===== src/rtl/sprite_line_fetcher_if.sv =====
// Sprite line fetcher bus: raster and attribute inputs,
// registered ROM address and end-of-line/end-of-sprite flags.
interface sprite_line_fetcher_if #(
  parameter int size_x       = 10,
  parameter int size_y       = 9,
  parameter int size_address = 17
);
  logic [size_x-1:0]       pixel_x;
  logic [size_y-1:0]       pixel_y;
  logic [31:0]             sprite_datas;
  logic                    sprite_on;
  logic [size_address-1:0] memory_address;
  logic                    address_valid;
  logic                    count_finished;
  logic                    sprite_finished;

  modport master (
    output pixel_x, pixel_y, sprite_datas, sprite_on,
    input  memory_address, address_valid,
    input  count_finished, sprite_finished
  );

  modport slave (
    input  pixel_x, pixel_y, sprite_datas, sprite_on,
    output memory_address, address_valid,
    output count_finished, sprite_finished
  );
endinterface


===== src/rtl/sprite_line_fetcher.sv =====
// Sprite ROM address generator: one address per pixel clock
// across the current sprite line, with mirroring and mid-line entry.
module sprite_line_fetcher #(
  parameter int size_x       = 10,
  parameter int size_y       = 9,
  parameter int size_address = 17,
  parameter int sprite_w     = 20,
  parameter int sprite_h     = 20
) (
  input  logic                clk_pixel,
  input  logic                reset,
  sprite_line_fetcher_if.slave bus
);

  typedef enum logic [1:0] {
    IDLE,
    COUNT,
    HOLD
  } state_t;

  localparam int XL = 2 * size_y;
  localparam int FH = size_x + 2 * size_y;
  localparam int FV = FH + 1;

  localparam logic [31:0] AREA = 32'(sprite_w * sprite_h);
  localparam logic [31:0] WID  = 32'(sprite_w);

  localparam logic [size_x-1:0] COL_LAST = size_x'(sprite_w - 1);
  localparam logic [size_y-1:0] ROW_LAST = size_y'(sprite_h - 1);
  localparam logic [size_x:0]   W_EXT    = (size_x + 1)'(sprite_w);
  localparam logic [size_y:0]   H_EXT    = (size_y + 1)'(sprite_h);

  state_t state, state_d;

  logic [size_y-1:0]       offset_q, offset_d;
  logic                    fh_q, fh_d;
  logic                    fv_q, fv_d;
  logic [size_y-1:0]       row_q, row_d;
  logic [size_x-1:0]       col_q, col_d;
  logic [size_address-1:0] addr_q, addr_d;
  logic                    valid_q, valid_d;
  logic                    cf_q, cf_d;
  logic                    sf_q, sf_d;
  logic                    emit;

  logic [size_y-1:0] a_off;
  logic [size_y-1:0] a_y;
  logic [size_x-1:0] a_x;
  logic [size_x:0]   px_e, x_e;
  logic [size_y:0]   py_e, y_e;
  logic              hit;
  logic              unused_bits;

  assign a_off = bus.sprite_datas[size_y-1:0];
  assign a_y   = bus.sprite_datas[XL-1:size_y];
  assign a_x   = bus.sprite_datas[FH-1:XL];

  assign unused_bits = ^bus.sprite_datas[31:FV+1];

  // Extra top bit keeps x+sprite_w from wrapping near the raster edge
  assign px_e = {1'b0, bus.pixel_x};
  assign x_e  = {1'b0, a_x};
  assign py_e = {1'b0, bus.pixel_y};
  assign y_e  = {1'b0, a_y};

  assign hit = bus.sprite_on
            && px_e >= x_e && px_e < x_e + W_EXT
            && py_e >= y_e && py_e < y_e + H_EXT;

  function automatic logic [size_address-1:0] rom_addr(
    input logic [size_y-1:0] off,
    input logic [size_y-1:0] row,
    input logic [size_x-1:0] col,
    input logic              fh,
    input logic              fv
  );
    logic [size_x-1:0] c;
    logic [size_y-1:0] r;
    c = fh ? COL_LAST - col : col;
    r = fv ? ROW_LAST - row : row;
    return size_address'(32'(off) * AREA
                       + 32'(r) * WID
                       + 32'(c));
  endfunction

  always_comb begin
    state_d  = state;
    offset_d = offset_q;
    fh_d     = fh_q;
    fv_d     = fv_q;
    row_d    = row_q;
    col_d    = col_q;
    addr_d   = addr_q;
    valid_d  = 1'b0;
    cf_d     = 1'b0;
    sf_d     = 1'b0;
    emit     = 1'b0;

    unique case (state)
      IDLE: begin
        if (hit) begin
          offset_d = a_off;
          fh_d     = bus.sprite_datas[FH];
          fv_d     = bus.sprite_datas[FV];
          row_d    = bus.pixel_y - a_y;
          col_d    = bus.pixel_x - a_x;
          emit     = 1'b1;
        end
      end
      COUNT: begin
        if (!bus.sprite_on) state_d = IDLE;
        else                emit    = 1'b1;
      end
      HOLD: begin
        if (!bus.sprite_on) state_d = IDLE;
      end
      default: state_d = IDLE;
    endcase

    if (emit) begin
      addr_d  = rom_addr(offset_d, row_d, col_d,
                         fh_d, fv_d);
      valid_d = 1'b1;
      if (col_d == COL_LAST) begin
        cf_d    = 1'b1;
        sf_d    = (row_d == ROW_LAST);
        state_d = HOLD;
      end else begin
        col_d   = col_d + 1'b1;
        state_d = COUNT;
      end
    end
  end

  always_ff @(posedge clk_pixel or negedge reset) begin
    if (!reset) begin
      state    <= IDLE;
      offset_q <= '0;
      fh_q     <= 1'b0;
      fv_q     <= 1'b0;
      row_q    <= '0;
      col_q    <= '0;
      addr_q   <= '0;
      valid_q  <= 1'b0;
      cf_q     <= 1'b0;
      sf_q     <= 1'b0;
    end else begin
      state    <= state_d;
      offset_q <= offset_d;
      fh_q     <= fh_d;
      fv_q     <= fv_d;
      row_q    <= row_d;
      col_q    <= col_d;
      addr_q   <= addr_d;
      valid_q  <= valid_d;
      cf_q     <= cf_d;
      sf_q     <= sf_d;
    end
  end

  assign bus.memory_address  = addr_q;
  assign bus.address_valid   = valid_q;
  assign bus.count_finished  = cf_q;
  assign bus.sprite_finished = sf_q;

endmodule


===== src/flat_wrapper.sv =====
// flat-port wrapper written by rule: the top's interface ports become plain ports
module sprite_line_fetcher_flat 
#(
  parameter int size_x       = 10,
  parameter int size_y       = 9,
  parameter int size_address = 17,
  parameter int sprite_w     = 20,
  parameter int sprite_h     = 20
)
  (clk_pixel, reset, bus_pixel_x, bus_pixel_y, bus_sprite_datas, bus_sprite_on, bus_memory_address, bus_address_valid, bus_count_finished, bus_sprite_finished);
  sprite_line_fetcher_if #(.size_x(size_x), .size_y(size_y), .size_address(size_address)) bus_i ();
  input  logic clk_pixel;
  input  logic reset;
  input wire logic [$bits(bus_i.pixel_x)-1:0] bus_pixel_x;
  input wire logic [$bits(bus_i.pixel_y)-1:0] bus_pixel_y;
  input wire logic [$bits(bus_i.sprite_datas)-1:0] bus_sprite_datas;
  input wire logic [$bits(bus_i.sprite_on)-1:0] bus_sprite_on;
  output wire logic [$bits(bus_i.memory_address)-1:0] bus_memory_address;
  output wire logic [$bits(bus_i.address_valid)-1:0] bus_address_valid;
  output wire logic [$bits(bus_i.count_finished)-1:0] bus_count_finished;
  output wire logic [$bits(bus_i.sprite_finished)-1:0] bus_sprite_finished;
  assign bus_i.pixel_x = bus_pixel_x;
  assign bus_i.pixel_y = bus_pixel_y;
  assign bus_i.sprite_datas = bus_sprite_datas;
  assign bus_i.sprite_on = bus_sprite_on;
  assign bus_memory_address = bus_i.memory_address;
  assign bus_address_valid = bus_i.address_valid;
  assign bus_count_finished = bus_i.count_finished;
  assign bus_sprite_finished = bus_i.sprite_finished;
  sprite_line_fetcher #(.size_x(size_x), .size_y(size_y), .size_address(size_address), .sprite_w(sprite_w), .sprite_h(sprite_h)) u_core (.clk_pixel(clk_pixel), .reset(reset), .bus(bus_i));
endmodule

===== config.mk =====
export PLATFORM = sky130hd
export DESIGN_NAME = sprite_line_fetcher_flat
export DESIGN_NICKNAME = d
export VERILOG_FILES = /design/src/rtl/sprite_line_fetcher_if.sv /design/src/rtl/sprite_line_fetcher.sv /design/src/flat_wrapper.sv
export SDC_FILE = /design/constraint.sdc
export NUM_CORES = 1
export LEC_CHECK = 0
export BUFFER_PORTS_ARGS = -buffer_cell sky130_fd_sc_hd__clkbuf_2
export CAP_MARGIN = 10
export CORE_MARGIN = 2
export CORE_UTILIZATION = 65
export CTS_CLUSTER_SIZE = 12
export DETAILED_ROUTE_END_ITERATION = 16
export PLACE_DENSITY = 0.85
export SYNTH_ARGS = -nofsm -noshare
export SYNTH_HDL_FRONTEND = slang
export SYNTH_SLANG_ARGS = --single-unit

===== constraint.sdc =====
create_clock -name clk_pixel -period 10.7 [get_ports clk_pixel]
set_input_delay 1.07 -clock clk_pixel [delete_from_list [all_inputs] [get_ports clk_pixel]]
set_output_delay 1.07 -clock clk_pixel [all_outputs]
set_load 0.02 [all_outputs]

==> qor.yml, run 1 <==
outcome: "finished clean"
tns_ns: 0
seq_area_frac_synth: 0.208
r2r_cells: 26
drc: 0
syn_area_um2: 6270
ant_nets: 0
hold_depth: 2
synth-simple-area-share: 0.151
min_from: "u_core.bus.memory_address[4]"
hold_viol: 0
post-dp-hpwl_mm: 11.5
cts_max_level: 2
vias: 5404
hold_slack_ns: 0.488
cts_tree: "built"
yosys-top-cells-area: "dfrtp_1 (21%), ha_1 (20%), xnor2_1 (7.5%)"
fin_crit_ns: 8.13
grt_use_met3: 0.0363
clock_latency_ns: 0.32
synth_seq_cells: 52
wl_mm: 14.2
max_stage_delay_ns: 0.74
synth_adder_area_share: 0.242
grt_pass1_wl_mm: 24.2
synth_top_family_by_area: "adder cells"
synth_cell_types: 68
critPathKind: "in2reg"
drive_gt1_frac: 0.142
reg2reg_setup_slack_ns: 3.94
synth-xor-area-share: 0.110
fin_crit_sh: 0.760
drt_iter0_markers: 249
synthArstFlopShare: 1.00
rsz0062_at_grt: "no"
synth_compound_area_frac: 0.179
relSlewSlack: 0.419
cts_hold_buf: 0
endpoint_kind: "register"
maxCapViolations: 0
initial_utilization: 0.675
cp_slowest_cell: "nor3_4"
min_path_type: "reg2reg"
diodes: 0
mostFrequentLayoutCells: "ha_1 (99), inv_1 (74), clkbuf_2 (71)"
finalSetupViolCount: 0
synth_top_area_frac: 0.208
path_clk_slew_ns: 0.10
layout_commonest_cell: "ha_1"
synth_nets: 892
die_h_um: 102
maxSlewViolCount: 0
pin_count: 74
core_area_um2: 9280
grt_use_met1: 0.389
postSynthAreaPerCell_um2: 8.65
synth_top_area_cell: "dfrtp_1"
rr_endpoint: "u_core.bus.memory_address[16]"
wire_per_inst_um: 15.4
die_area_um2: 10400
core.rowCount: 35
instances_no_fill: 920
synth_edf_count: 0
area_growth_pct: 9.26
final_cell_area_um2: 6850
worst_pin_slew_ns: 0.869
via_per_inst: 5.87
min_to: "u_core.bus.memory_address[4]"
final_nets: 957
grt_pass1_vias: 5343
post_cts_buffers: 0
start_kind: "primary input"
fillers: 712
placed_cell_area_um2: 6740
busiest_layer: "met2"
synth_flop_cell: "dfrtp_1"
cts_resized: 0
grt_max_degree: 53
max-clock-path-buffers: 2
crit_arrival_ns: 8.32
overflow: 0
portBuffers: 71
cts.root.buffer_cell: "clkbuf_8"
placedCellCount: 912
critPathRequiredTime_ns: 10.89
drt_pre_antenna_iters: 5
synthCells: 725
cts_buffers: 5
clock-sinks: 52
grt.met2_usage: 0.503
grtUsageTotal: 0.287
cp_common_cell: "ha_1"
fin_skew_ns: 0.0184
crit_fanout: 19
fmax_mhz: 123
gp_congestion: 0.865
die_w_um: 102
antenna_found_initial: 0
r2r-start: "u_core.state[0]"
yosys_warnings: 0
muxShareOfSynthArea: 0.0515
worst max-delay path, delay by kind of cell:
family / cells / cell delay, ns
AO/OA/AOI/OAI: 9 / 1.87
XOR/XNOR: 4 / 0.76
adder cells (fa/ha/maj): 7 / 1.93
buffers and inverters: 3 / 0.25
multiplexers: 1 / 0.67
AND/OR/NAND/NOR: 5 / 1.76
per-layer routing:
metal  share of wire  routed length (um)
met1            0.47                6700
met3           0.045                 641
met4          0.0070                  99
met5               0                   0
met2            0.48                6750
final cells by class:
class                      instances  area (um^2)  area share
timing repair buffer              75          385      0.0562
clock inverter                     2         38.8     0.00566
tap                              129          161      0.0236
clock buffer                       6         72.6      0.0106
inverter                          76          285      0.0416
multi-input combinational        580         4610       0.672
sequential                        52         1300       0.190
flip-flops by register name, summed over array words and instances, names as in the netlist:
register / count
u_core.offset_q: 9
u_core.fv_q: 1
u_core.col_q: 10
u_core.bus.memory_address: 17
u_core.bus.sprite_finished: 1
u_core.row_q: 9
u_core.bus.address_valid: 1
u_core.state: 2
u_core.bus.count_finished: 1
u_core.fh_q: 1
worst max path at each step:
stage,startpoint,to,slack (ns),cells after the start
2_1_floorplan,bus_sprite_datas[11],u_core.bus.memory_address[14],3.32,31
3_3_place_gp,bus_sprite_datas[11],u_core.bus.memory_address[16],2.45,29
3_5_place_dp,bus_sprite_datas[11],u_core.bus.memory_address[16],2.34,29
4_1_cts,bus_sprite_datas[20],u_core.bus.memory_address[16],2.61,28
5_1_grt,bus_sprite_datas[20],u_core.bus.memory_address[14],2.06,29
6_report,bus_sprite_datas[11],u_core.bus.memory_address[16],2.57,29
cells by family (layout without fill, tap and decap cells):
family / after synthesis / after routing
buffers and inverters: 93 / 159
AO/OA/AOI/OAI: 163 / 163
flip-flops: 52 / 52
multiplexers: 30 / 30
XOR/XNOR: 79 / 79
adder cells (fa/ha/maj): 113 / 113
AND/OR/NAND/NOR: 195 / 195
cells in the mapped netlist, types with 2 or more instances:
| cell type | number |
|---|---|
| ha_1 | 99 |
| a21oi_2 | 2 |
| buf_2 | 7 |
| or3_1 | 9 |
| inv_2 | 2 |
| a21oi_1 | 52 |
| xor2_1 | 25 |
| nand2b_1 | 6 |
| inv_1 | 74 |
| nor2b_1 | 9 |
| o221ai_1 | 2 |
| o32ai_1 | 2 |
| nand4b_1 | 2 |
| a211oi_1 | 6 |
| nand2_1 | 45 |
| o211ai_1 | 4 |
| nand3b_1 | 4 |
| nor4_1 | 3 |
| nor4b_1 | 2 |
| nand4_1 | 4 |
| xnor2_1 | 54 |
| a31o_2 | 3 |
| a2111o_1 | 5 |
| and3_1 | 10 |
| dfrtp_1 | 52 |
| clkbuf_1 | 8 |
| nor3_1 | 16 |
| a41oi_1 | 2 |
| o21bai_1 | 5 |
| o31ai_1 | 11 |
| a21o_1 | 12 |
| o21ai_0 | 29 |
| mux2_2 | 10 |
| mux2i_1 | 17 |
| and2_1 | 3 |
| fa_1 | 14 |
| o21a_1 | 10 |
| nor2_1 | 63 |
| nand3_1 | 13 |
per-stage QoR:
step                      utilization  setup slack (ns)
after floorplan                     -              3.32
after global placement          0.726              2.45
after detailed placement        0.726              2.34
after CTS                       0.738              2.61
after global routing            0.738              2.06
final                           0.738              2.57
Power of run 1 is not shown: default switching activity piles up to over one toggle a cycle in this logic, so the estimate is an artifact.
==> inputs of run 2 (changes only) <==
--- a/config.mk
+++ b/config.mk
@@ -8,10 +8,10 @@
 export BUFFER_PORTS_ARGS = -buffer_cell sky130_fd_sc_hd__clkbuf_2
 export CAP_MARGIN = 10
 export CORE_MARGIN = 2
-export CORE_UTILIZATION = 65
+export CORE_UTILIZATION = 61
 export CTS_CLUSTER_SIZE = 12
 export DETAILED_ROUTE_END_ITERATION = 16
-export PLACE_DENSITY = 0.85
+export PLACE_DENSITY = 0.8
 export SYNTH_ARGS = -nofsm -noshare
 export SYNTH_HDL_FRONTEND = slang
 export SYNTH_SLANG_ARGS = --single-unit
==> constraint.sdc (replaced) <==
create_clock -name clk_pixel -period 7.8 [get_ports clk_pixel]
set_input_delay 0.78 -clock clk_pixel [delete_from_list [all_inputs] [get_ports clk_pixel]]
set_output_delay 0.78 -clock clk_pixel [all_outputs]
set_load 0.02 [all_outputs]
==> run 2 against run 1 <==
Compared with the run above: global-route usage down 2.4 points; setup slack worse by 2.1 ns; hold slack worse by 0.0078 ns; die area up 6.3%; cell area up 0.93%; via count down 0.11%.
==> qor.yml, run 2 (same netlist as run 1, synthesis figures left out) <==
grt_max_degree: 53  # unchanged
gp_congestion: 0.887  # +2.6%
fin_skew_ns: 0.0124  # -0.00601 ns
drive_gt1_frac: 0.154  # +0.0120
rsz0062_at_grt: "no"
cts_tree: "built"
wire_per_inst_um: 15.1  # -2.1%
cp_slowest_cell: "or3_1"
start_kind: "primary input"
path_clk_slew_ns: 0.10  # about the same
overflow: 0  # unchanged
clock_latency_ns: 0.33  # about the same
drt_pre_antenna_iters: 5  # unchanged
layout_commonest_cell: "ha_1"
via_per_inst: 5.76  # -1.9%
area_growth_pct: 10.3
antenna_found_initial: 0  # unchanged
startpoint: "bus_sprite_datas[11]"
cts_hold_buf: 0  # unchanged
wl_mm: 14.2  # -0.29%
r2r_cells: 26  # unchanged
relSlewSlack: 0.553  # +0.135
initial_utilization: 0.619  # -0.0569
final_nets: 967  # +1.0%
drt_iter0_markers: 300  # +20%
max_stage_delay_ns: 0.47  # -0.27 ns
regArea_um2: 1300  # unchanged
min_path_type: "reg2reg"
cts.root.buffer_cell: "clkbuf_8"
endpoint_kind: "register"
ant_nets: 0  # unchanged
portBuffers: 71  # unchanged
worst_pin_slew_ns: 0.670  # -0.200 ns
drc: 0  # unchanged
diodes: 0  # unchanged
finalSetupViolCount: 0  # unchanged
largest_reg_flops: 17  # unchanged
maxCapViolations: 0  # unchanged
core.rowCount: 37  # +5.7%
cts_max_level: 2  # unchanged
min_from: "u_core.bus.memory_address[2]"
maxSlewViolCount: 0  # unchanged
post-dp-hpwl_mm: 11.5  # about the same
outcome: "finished clean"
vias: 5398  # -0.11%
fillers: 841  # +18%
cp_common_cell: "ha_1"
fin_crit_sh: 0.933
grt_pass1_vias: 5410  # +1.3%
r2r-start: "u_core.state[0]"
die_area_um2: 11100  # +6.3%
die_w_um: 105  # +3.1%
critPathRequiredTime_ns: 8.00  # -2.89 ns
cts_buffers: 5  # unchanged
tns_ns: 0  # unchanged
max-clock-path-buffers: 2  # unchanged
grt_pass1_wl_mm: 24.1  # -0.40%
core_area_um2: 10100  # +9.2%
mostFrequentLayoutCells: "ha_1 (99), inv_1 (74), clkbuf_2 (71)"
crit_arrival_ns: 7.48  # -0.84 ns
crit_fanout: 8  # -11
critPathKind: "in2reg"
hold_depth: 2  # unchanged
clock-sinks: 52  # unchanged
fmax_mhz: 137
hold_viol: 0  # unchanged
die_h_um: 105  # +3.1%
multi_input_area_um2: 4610  # unchanged
fin_crit_ns: 7.28
pin_count: 74  # unchanged
grtUsageTotal: 0.264  # -0.0239
run 2: cell count changes in the layout (fill, tap and decap cells not counted):
cell | before | now
buf_4 | 4 | 14
bufinv_16 | 1 | 0
clkbuf_1 | 1 | 0
clkinv_2 | 0 | 1
clkinv_4 | 0 | 1
o21ai_0 | 29 | 28
o21ai_1 | 0 | 1
run 2: path summary, 6_finish.rpt:
kind                                            endpoint  slack (ns)
max                        u_core.bus.memory_address[16]        0.52
min                         u_core.bus.memory_address[2]        0.48
max reg2reg                u_core.bus.memory_address[16]        1.52
min reg2reg                 u_core.bus.memory_address[2]        0.48
max in group asynchronous             u_core.offset_q[8]        6.79
min in group asynchronous                u_core.col_q[1]        0.55
run 2: metal layers:
metal,GRT usage,share of wire,wire length (um)
met1,0.331,0.44,6260
met2,0.465,0.50,7030
met3,0.0291,0.037,518
met4,0.0981,0.024,346
met5,0,0,0
run 2: area by class of cell:
| cell class | count | area share |
|---|---|---|
| well taps | 136 | 0.0246 |
| clock inverters | 3 | 0.00326 |
| repair buffers | 85 | 0.0666 |
| clock buffers | 5 | 0.00995 |
| flip-flops and latches | 52 | 0.188 |
| multi-input cells | 580 | 0.666 |
| inverters | 76 | 0.0413 |
run 2: what timing repair did:
| action | in CTS | in global routing |
|---|---|---|
| setup buffers | 0 | 0 |
| setup endpoints to repair | 0 | 1 |
| gates resized for setup | 0 | 1 |
run 2: metrics by stage:
| stage | util | cells | setup slack (ns) | hold WS [ns] | instance area [um^2] |
|---|---|---|---|---|---|
| 5_1_grt | 0.682 | 937 | 0.0867 | 0.526 | 6920 |
| 3_3_place_gp | 0.673 | 929 | 0.321 | 0.454 | 6820 |
| 2_1_floorplan | - | 725 | 0.708 | 0.476 | 6270 |
| 6_report | 0.682 | 937 | 0.520 | 0.480 | 6920 |
| 4_1_cts | 0.682 | 937 | 0.494 | 0.488 | 6920 |
| 3_5_place_dp | 0.673 | 929 | 0.142 | 0.465 | 6820 |
run 2: critical path, delay by kind of cell:
kind / cells / cell delay, ns
compound gates: 9 / 1.78
fa+ha+maj: 7 / 1.86
buf+inv: 4 / 0.47
mux: 1 / 0.29
xor+xnor: 4 / 0.92
simple gates: 4 / 1.39
Power of run 2 is left out for the same reason.
